===== src/rtl/hc_adder_pkg.sv =====
// Han-Carlson adder library: generate/propagate type, prefix cells
// and the level/latency helpers shared by the pipelined adder.
package hc_adder_pkg;

    typedef struct packed {
        logic g;
        logic p;
    } gp_t;

    function automatic int hc_levels(input int width);
        return $clog2(width) + 1;
    endfunction

    function automatic int hc_latency(input int width, input int reg_every);
        return 2 + (hc_levels(width) - 1) / reg_every;
    endfunction

    function automatic bit is_reg_level(input int k, input int reg_every,
                                        input int n);
        return (k > 0) && (k % reg_every == 0) && (k < n);
    endfunction

    function automatic gp_t black(input gp_t hi, input gp_t lo);
        gp_t r;
        r.g = hi.g | (hi.p & lo.g);
        r.p = hi.p & lo.p;
        return r;
    endfunction

    function automatic logic grey(input gp_t hi, input logic lo_g);
        return hi.g | (hi.p & lo_g);
    endfunction

endpackage


===== src/rtl/hancarlson_adder_pipe_slice.sv =====
// One valid/data pipeline register with backpressure-aware load enable.
module hc_pipe_slice #(
    parameter int DW       = 8,
    parameter bit RST_DATA = 1'b0
) (
    input  logic          clk,
    input  logic          rst,
    input  logic          in_valid,
    input  logic [DW-1:0] in_data,
    output logic          out_valid,
    input  logic          out_ready,
    output logic [DW-1:0] out_data
);
    logic open;
    logic load;

    assign open = ~out_valid | out_ready;
    assign load = open & in_valid;

    always_ff @(posedge clk or posedge rst) begin
        if (rst) begin
            out_valid <= 1'b0;
        end else if (open) begin
            out_valid <= in_valid;
        end
    end

    if (RST_DATA) begin : g_rst
        always_ff @(posedge clk or posedge rst) begin
            if (rst) begin
                out_data <= '0;
            end else if (load) begin
                out_data <= in_data;
            end
        end
    end else begin : g_nrst
        always_ff @(posedge clk) begin
            if (load) begin
                out_data <= in_data;
            end
        end
    end

endmodule


===== src/rtl/hancarlson_adder_pipe.sv =====
// Pipelined Han-Carlson adder/subtractor with valid/ready flow control.
// Prefix levels are generated here; register points use hc_pipe_slice.
module hancarlson_adder_pipe
    import hc_adder_pkg::*;
#(
    parameter int WIDTH     = 32,
    parameter int REG_EVERY = 2,
    parameter int TAG_W     = 4
) (
    input  logic             clk,
    input  logic             rst,
    input  logic             in_valid,
    output logic             in_ready,
    input  logic [WIDTH-1:0] in_a,
    input  logic [WIDTH-1:0] in_b,
    input  logic             in_cin,
    input  logic             in_sub,
    input  logic [TAG_W-1:0] in_tag,
    output logic             out_valid,
    input  logic             out_ready,
    output logic [WIDTH-1:0] out_sum,
    output logic             out_cout,
    output logic             out_ovf,
    output logic [TAG_W-1:0] out_tag
);
    localparam int N   = hc_levels(WIDTH);
    localparam int L   = hc_latency(WIDTH, REG_EVERY);
    localparam int DW0 = 2 * WIDTH + 1 + TAG_W;
    localparam int DWM = 3 * WIDTH + 1 + TAG_W;
    localparam int DWO = WIDTH + 2 + TAG_W;

    logic [L-1:0]   sv;
    logic [L-1:0]   dr;
    logic [DW0-1:0] d0;

    // Downstream readiness from valids only, so no ready ripple loop.
    for (genvar s = 0; s < L; s++) begin : g_dr
        if (s == L - 1) begin : g_last
            assign dr[s] = out_ready;
        end else begin : g_mid
            assign dr[s] = out_ready | ~&sv[L-1:s+1];
        end
    end

    assign in_ready  = ~rst & (~sv[0] | dr[0]);
    assign out_valid = sv[L-1];

    hc_pipe_slice #(.DW(DW0)) u_s0 (
        .clk      (clk),
        .rst      (rst),
        .in_valid (in_valid),
        .in_data  ({in_a, in_sub ? ~in_b : in_b, in_cin ^ in_sub, in_tag}),
        .out_valid(sv[0]),
        .out_ready(dr[0]),
        .out_data (d0)
    );

    for (genvar k = 0; k < N; k++) begin : lvl
        gp_t  [WIDTH-1:0] x;
        gp_t  [WIDTH-1:0] y;
        logic [WIDTH-1:0] xo;
        logic [WIDTH-1:0] yo;
        logic             xc;
        logic             yc;
        logic [TAG_W-1:0] xt;
        logic [TAG_W-1:0] yt;

        if (k == 0) begin : g_init
            logic [WIDTH-1:0] a;
            logic [WIDTH-1:0] b;
            assign {a, b, xc, xt} = d0;
            assign xo = a ^ b;
            for (genvar i = 0; i < WIDTH; i++) begin : col
                if (i == 0) begin : g_cin
                    // Carry-in folded in as generate from column -1.
                    assign x[i] = '{g: (a[i] & b[i]) | (xo[i] & xc),
                                    p: xo[i]};
                end else begin : g_bit
                    assign x[i] = '{g: a[i] & b[i], p: xo[i]};
                end
            end
        end else begin : g_tree
            localparam int SPAN = 1 << (k - 1);
            assign xo = lvl[k-1].yo;
            assign xc = lvl[k-1].yc;
            assign xt = lvl[k-1].yt;
            for (genvar i = 0; i < WIDTH; i++) begin : col
                if (i % 2 == 1 && i >= SPAN) begin : g_blk
                    assign x[i] = black(lvl[k-1].y[i], lvl[k-1].y[i-SPAN]);
                end else begin : g_pass
                    assign x[i] = lvl[k-1].y[i];
                end
            end
        end

        if (is_reg_level(k, REG_EVERY, N)) begin : g_reg
            localparam int S = k / REG_EVERY;
            logic [DWM-1:0] q;
            hc_pipe_slice #(.DW(DWM)) u_slice (
                .clk      (clk),
                .rst      (rst),
                .in_valid (sv[S-1]),
                .in_data  ({x, xo, xc, xt}),
                .out_valid(sv[S]),
                .out_ready(dr[S]),
                .out_data (q)
            );
            assign {y, yo, yc, yt} = q;
        end else begin : g_wire
            assign y  = x;
            assign yo = xo;
            assign yc = xc;
            assign yt = xt;
        end
    end

    gp_t  [WIDTH-1:0] fin;
    logic [WIDTH-1:0] carry;
    logic [WIDTH-1:0] sum;

    assign fin = lvl[N-1].y;

    // Grey fix-up: even columns pick up the completed odd column below.
    always_comb begin
        carry = '0;
        for (int i = 0; i < WIDTH; i++) begin
            if (i % 2 == 0 && i > 0) begin
                carry[i] = grey(fin[i], fin[i-1].g);
            end else begin
                carry[i] = fin[i].g;
            end
        end
    end

    assign sum = lvl[N-1].yo ^ {carry[WIDTH-2:0], lvl[N-1].yc};

    hc_pipe_slice #(.DW(DWO), .RST_DATA(1'b1)) u_out (
        .clk      (clk),
        .rst      (rst),
        .in_valid (sv[L-2]),
        .in_data  ({sum, carry[WIDTH-1], carry[WIDTH-1] ^ carry[WIDTH-2],
                    lvl[N-1].yt}),
        .out_valid(sv[L-1]),
        .out_ready(dr[L-1]),
        .out_data ({out_sum, out_cout, out_ovf, out_tag})
    );

endmodule


===== config.mk =====
export PLATFORM = sky130hd
export DESIGN_NAME = hancarlson_adder_pipe
export DESIGN_NICKNAME = d
export VERILOG_FILES = /design/src/rtl/hc_adder_pkg.sv /design/src/rtl/hancarlson_adder_pipe_slice.sv /design/src/rtl/hancarlson_adder_pipe.sv
export SDC_FILE = /design/constraint.sdc
export NUM_CORES = 1
export LEC_CHECK = 0
export CAP_MARGIN = 20
export CORE_MARGIN = 2
export CORE_UTILIZATION = 45
export CTS_CLUSTER_SIZE = 30
export DETAILED_ROUTE_END_ITERATION = 10
export PLACE_DENSITY = 0.66
export SYNTH_ARGS = -nofsm -noshare
export SYNTH_HDL_FRONTEND = slang
export SYNTH_SLANG_ARGS = --single-unit

===== constraint.sdc =====
create_clock -name clk -period 12.48 [get_ports clk]
set_input_delay 1.248 -clock clk [delete_from_list [all_inputs] [get_ports clk]]
set_output_delay 1.248 -clock clk [all_outputs]
set_load 0.02 [all_outputs]

==> summary.txt <==
======================================================================================================
Hold Vio Cnt, Final                                                                                  0
First-pass DRT Iterations                                                                            7
Width of the die                                                                                156 um
GRT Util Overall                                                                                 0.143
Hold-fix buffer count after cts                                                                      0
Min-Delay Endpoint                                                                        lvl[4].g_reg.u_slice.out_data[46]
Library cell with the largest summed area after synthesis                                     edfxtp_1
Share of synthesized area occupied by flip-flops and latches                                     0.764
Clock transition at the register clock pins on the worst setup and hold paths after CTS        0.06 ns
Count of port buffers added during placement                                                       113
Share of flip-flops with an asynchronous set or reset                                            0.155
Number of synthesized flops with an enable pin                                                     229
Dominant cell by count in the synthesized netlist                                             edfxtp_1
Starting utilization of the core area                                                            0.458
Via count of the first global-routing pass                                                       5,144
Antenna diode instance count                                                                         0
Synthesis Warnings                                                                                   0
Floorplan Core Area                                                                        22,600 um^2
Setup crit end kind                                                                        output port
Number of resized instances in the post-cts repair step                                              0
Bufs on Longest Clock Path                                                                           3
Internal power                                                                               0.00198 W
Total nets after synthesis                                                                         689
Mean Syn Cell Area                                                                           18.3 um^2
Final wirelength                                                                               17.3 mm
Type of the worst setup path                                                                 in -> out
Layout cells sized above 1                                                                       0.137
Area fraction in compound gates after synthesis                                                 0.0378
Number of vias after detailed routing                                                            5,018
Total number of nets in the final design                                                           828
Post-route setup TNS                                                                              0 ns
Largest voltage drop on the vdd net                                                         0.000103 V
LEAKAGE                                                                                        4.91 nW
Insertion delay of the later-clocked pin in the worst-skew pair                                0.53 ns
Critical-path maximum fanout                                                                        25
Capture instance of the worst register-to-register path                                   u_s0.out_data[25]
Sum of internal, switching and leakage power                                                 0.00260 W
Number of clock sinks seen by CTS                                                                  271
Post-synthesis instance area                                                               10,400 um^2
DRC violation total after the first TritonRoute iteration                                          261
Number of flip-flops and latches in the synthesized netlist                                        271
Post-placement cell count                                                                          960
Routed length per instance                                                                     17.0 um
Required @ worst endpoint                                                                     11.23 ns
P_sw                                                                                        0.000627 W
Top cells by count, synth                                                                 edfxtp_1 (229), ha_1 (47), dfrtp_1 (42)
Pin count of the biggest net entering global routing                                                84
Synth top area share                                                                             0.663
Clock group share of total power                                                                 0.356
Setup repair after global routing missed its margin                                                 no
Power density cells                                                                        202 nW/um^2
Outcome                                                                                      completed
Worst slew slack as a fraction of its limit                                                      0.329
Total congestion overflow after global routing                                                       0
Die area                                                                                   24,300 um^2
Post-layout minimum cycle time                                                                 4.26 ns
Relative area change from synthesis to final layout                                              24.3%
Number of slew-limit violations in the final report                                                  0
Multiplexer fraction of the synthesized cell area                                               0.0510
Crit Reg-Reg Startpoint                                                                   u_out.out_valid
Worst path arrival time                                                                        3.01 ns
Combinational Power Share                                                                        0.171
Origin of the worst min-delay path                                                        lvl[2].g_reg.u_slice.out_data[46]
Most instantiated flip-flop cell in the synthesis netlist                                     edfxtp_1
Number of failing setup endpoints in the final timing report                                         0
Largest family of logic cells by synthesized area                                          adder cells
Die Height                                                                                      156 um
Post-synthesis share of cell area spent on xor and xnor gates                                   0.0431
Synthesized-area fraction occupied by and/or/nand/nor cells                                     0.0355
I/O Pins                                                                                           114
Number of cell rows                                                                                 55
Average via count per standard cell                                                               4.95
CTS tree                                                                                          done
Count of maximum capacitance violations                                                              0
Hold crit path type                                                                         reg -> reg
Largest cells by area after synthesis                                                     edfxtp_1 (66%), dfrtp_1 (10%), ha_1 (5.7%)
Setup Buffers After CTS                                                                              0
Fmax achieved                                                                                  235 MHz
Slew of the pin with the lowest slew margin                                                    1.01 ns
Post-route clock skew                                                                        0.0103 ns
Number of remaining DRC errors                                                                       0
Worst Hold Path Cells                                                                                0
Post-route fraction of the period consumed by the critical path                                  0.341
Sw frac                                                                                          0.241
R2R depth                                                                                            4
HPWL after detailed placement                                                                  11.5 mm
Register-to-register path setup slack                                                         10.38 ns
Startpoint Class                                                                          primary input
H-tree Lvls                                                                                          1
Remaining antenna violation count                                                                    0
Portion of total power attributed to sequential cells                                            0.474
Final RePlAce weighted congestion                                                                0.839
Non-filler instance count after layout                                                           1,014
Number of different library cells in the post-synthesis netlist                                     28
CTS Buf Count                                                                                       28
Number of antenna violations at the first check in global routing                                    0
First-pass GRT wire length                                                                     26.8 mm
Clock tree root driver cell                                                                  clkbuf_16
Post-Synth Adder-Cell Area                                                                      0.0567
Number of instances in the synthesized netlist                                                     568
======================================================================================================
-- layer usage --
layer,global-route usage,wire length (um),vias up
met5,0,0,-
li1,-,-,2401
met1,0.179,7290,2471
met3,0.0367,1010,26
met4,0.0349,345,0
met2,0.251,8620,120
-- per-stage QoR --
stage / hold slack (ns) / utilization / instance area [um^2] / worst slack [ns]
floorplan: 0.400 / - / 10400 / 4.77
global placement: 0.401 / 0.520 / 11800 / 8.01
detailed placement: 0.405 / 0.520 / 11800 / 7.95
CTS: 0.415 / 0.568 / 12800 / 7.95
global route: 0.427 / 0.570 / 12900 / 8.07
finish: 0.413 / 0.570 / 12900 / 8.22
-- area by class of cell --
type	count	area (um^2)
flip-flops and latches	271	7930
well taps	285	357
clock buffers	33	771
inverters	5	18.8
multi-input cells	284	2340
fillers	1692	9740
clock inverters	19	295
repair buffers	117	1190
-- power by group through the flow --
stage / Clock (W) / Combinational (W) / Sequential (W)
2_1_floorplan: 0 / 0.000200 / 0.00130
3_3_place_gp: 0 / 0.000436 / 0.00125
3_5_place_dp: 0 / 0.000448 / 0.00125
4_1_cts: 0.000950 / 0.000450 / 0.00124
5_1_grt: 0.000979 / 0.000484 / 0.00125
6_report: 0.000926 / 0.000445 / 0.00123
-- critical path, stage by stage --
cell	delay, ns
clkdlybuf4s50_1	0.41
inv_2	0.36
buf_12	0.25
and2_1	0.14
clkdlybuf4s50_1	0.59
-- registers in the layout, indices dropped and copies added, names as in the netlist --
signal	cells
u_s0.out_valid	1
lvl.g_reg.u_slice.out_data	160
lvl.g_reg.u_slice.out_valid	2
u_out.out_valid	1
u_out.out_data	38
u_s0.out_data	69
-- placed cells by master (no fill, tap or decap), types with 2 or more instances in the layout --
| master | n |
|---|---|
| edfxtp_1 | 229 |
| clkdlybuf4s50_1 | 112 |
| ha_1 | 47 |
| dfrtp_1 | 42 |
| nor2_1 | 37 |
| xor2_1 | 36 |
| nand2_1 | 31 |
| mux2_4 | 30 |
| clkbuf_16 | 29 |
| a21oi_1 | 25 |
| a21o_1 | 16 |
| o21ai_0 | 16 |
| xnor2_1 | 15 |
| o21bai_1 | 7 |
| mux2_2 | 7 |
| bufinv_16 | 7 |
| nand3_1 | 5 |
| inv_1 | 4 |
| clkinv_2 | 4 |
| clkinvlp_4 | 4 |
| clkinv_4 | 3 |
| clkbuf_8 | 3 |
| nand2b_1 | 2 |
| buf_4 | 2 |
-- cell families after synthesis --
group / count (synthesis)
and+or+nand+nor: 83
DFF: 271
buffers and inverters: 13
muxes: 37
AOI/OAI and AO/OA: 66
xor gates and xnor gates: 51
adders and majority gates: 47
-- worst max path at each step --
stage	slack, ns	depth (start not counted)	end	from
6_report	8.22	5	in_ready	rst
5_1_grt	8.07	5	in_ready	rst
4_1_cts	7.95	4	in_ready	rst
3_5_place_dp	7.95	4	in_ready	rst
3_3_place_gp	8.01	4	in_ready	rst
2_1_floorplan	4.77	2	lvl[4].g_reg.u_slice.out_data[0]	out_ready
(Power assumes the default switching activity.)
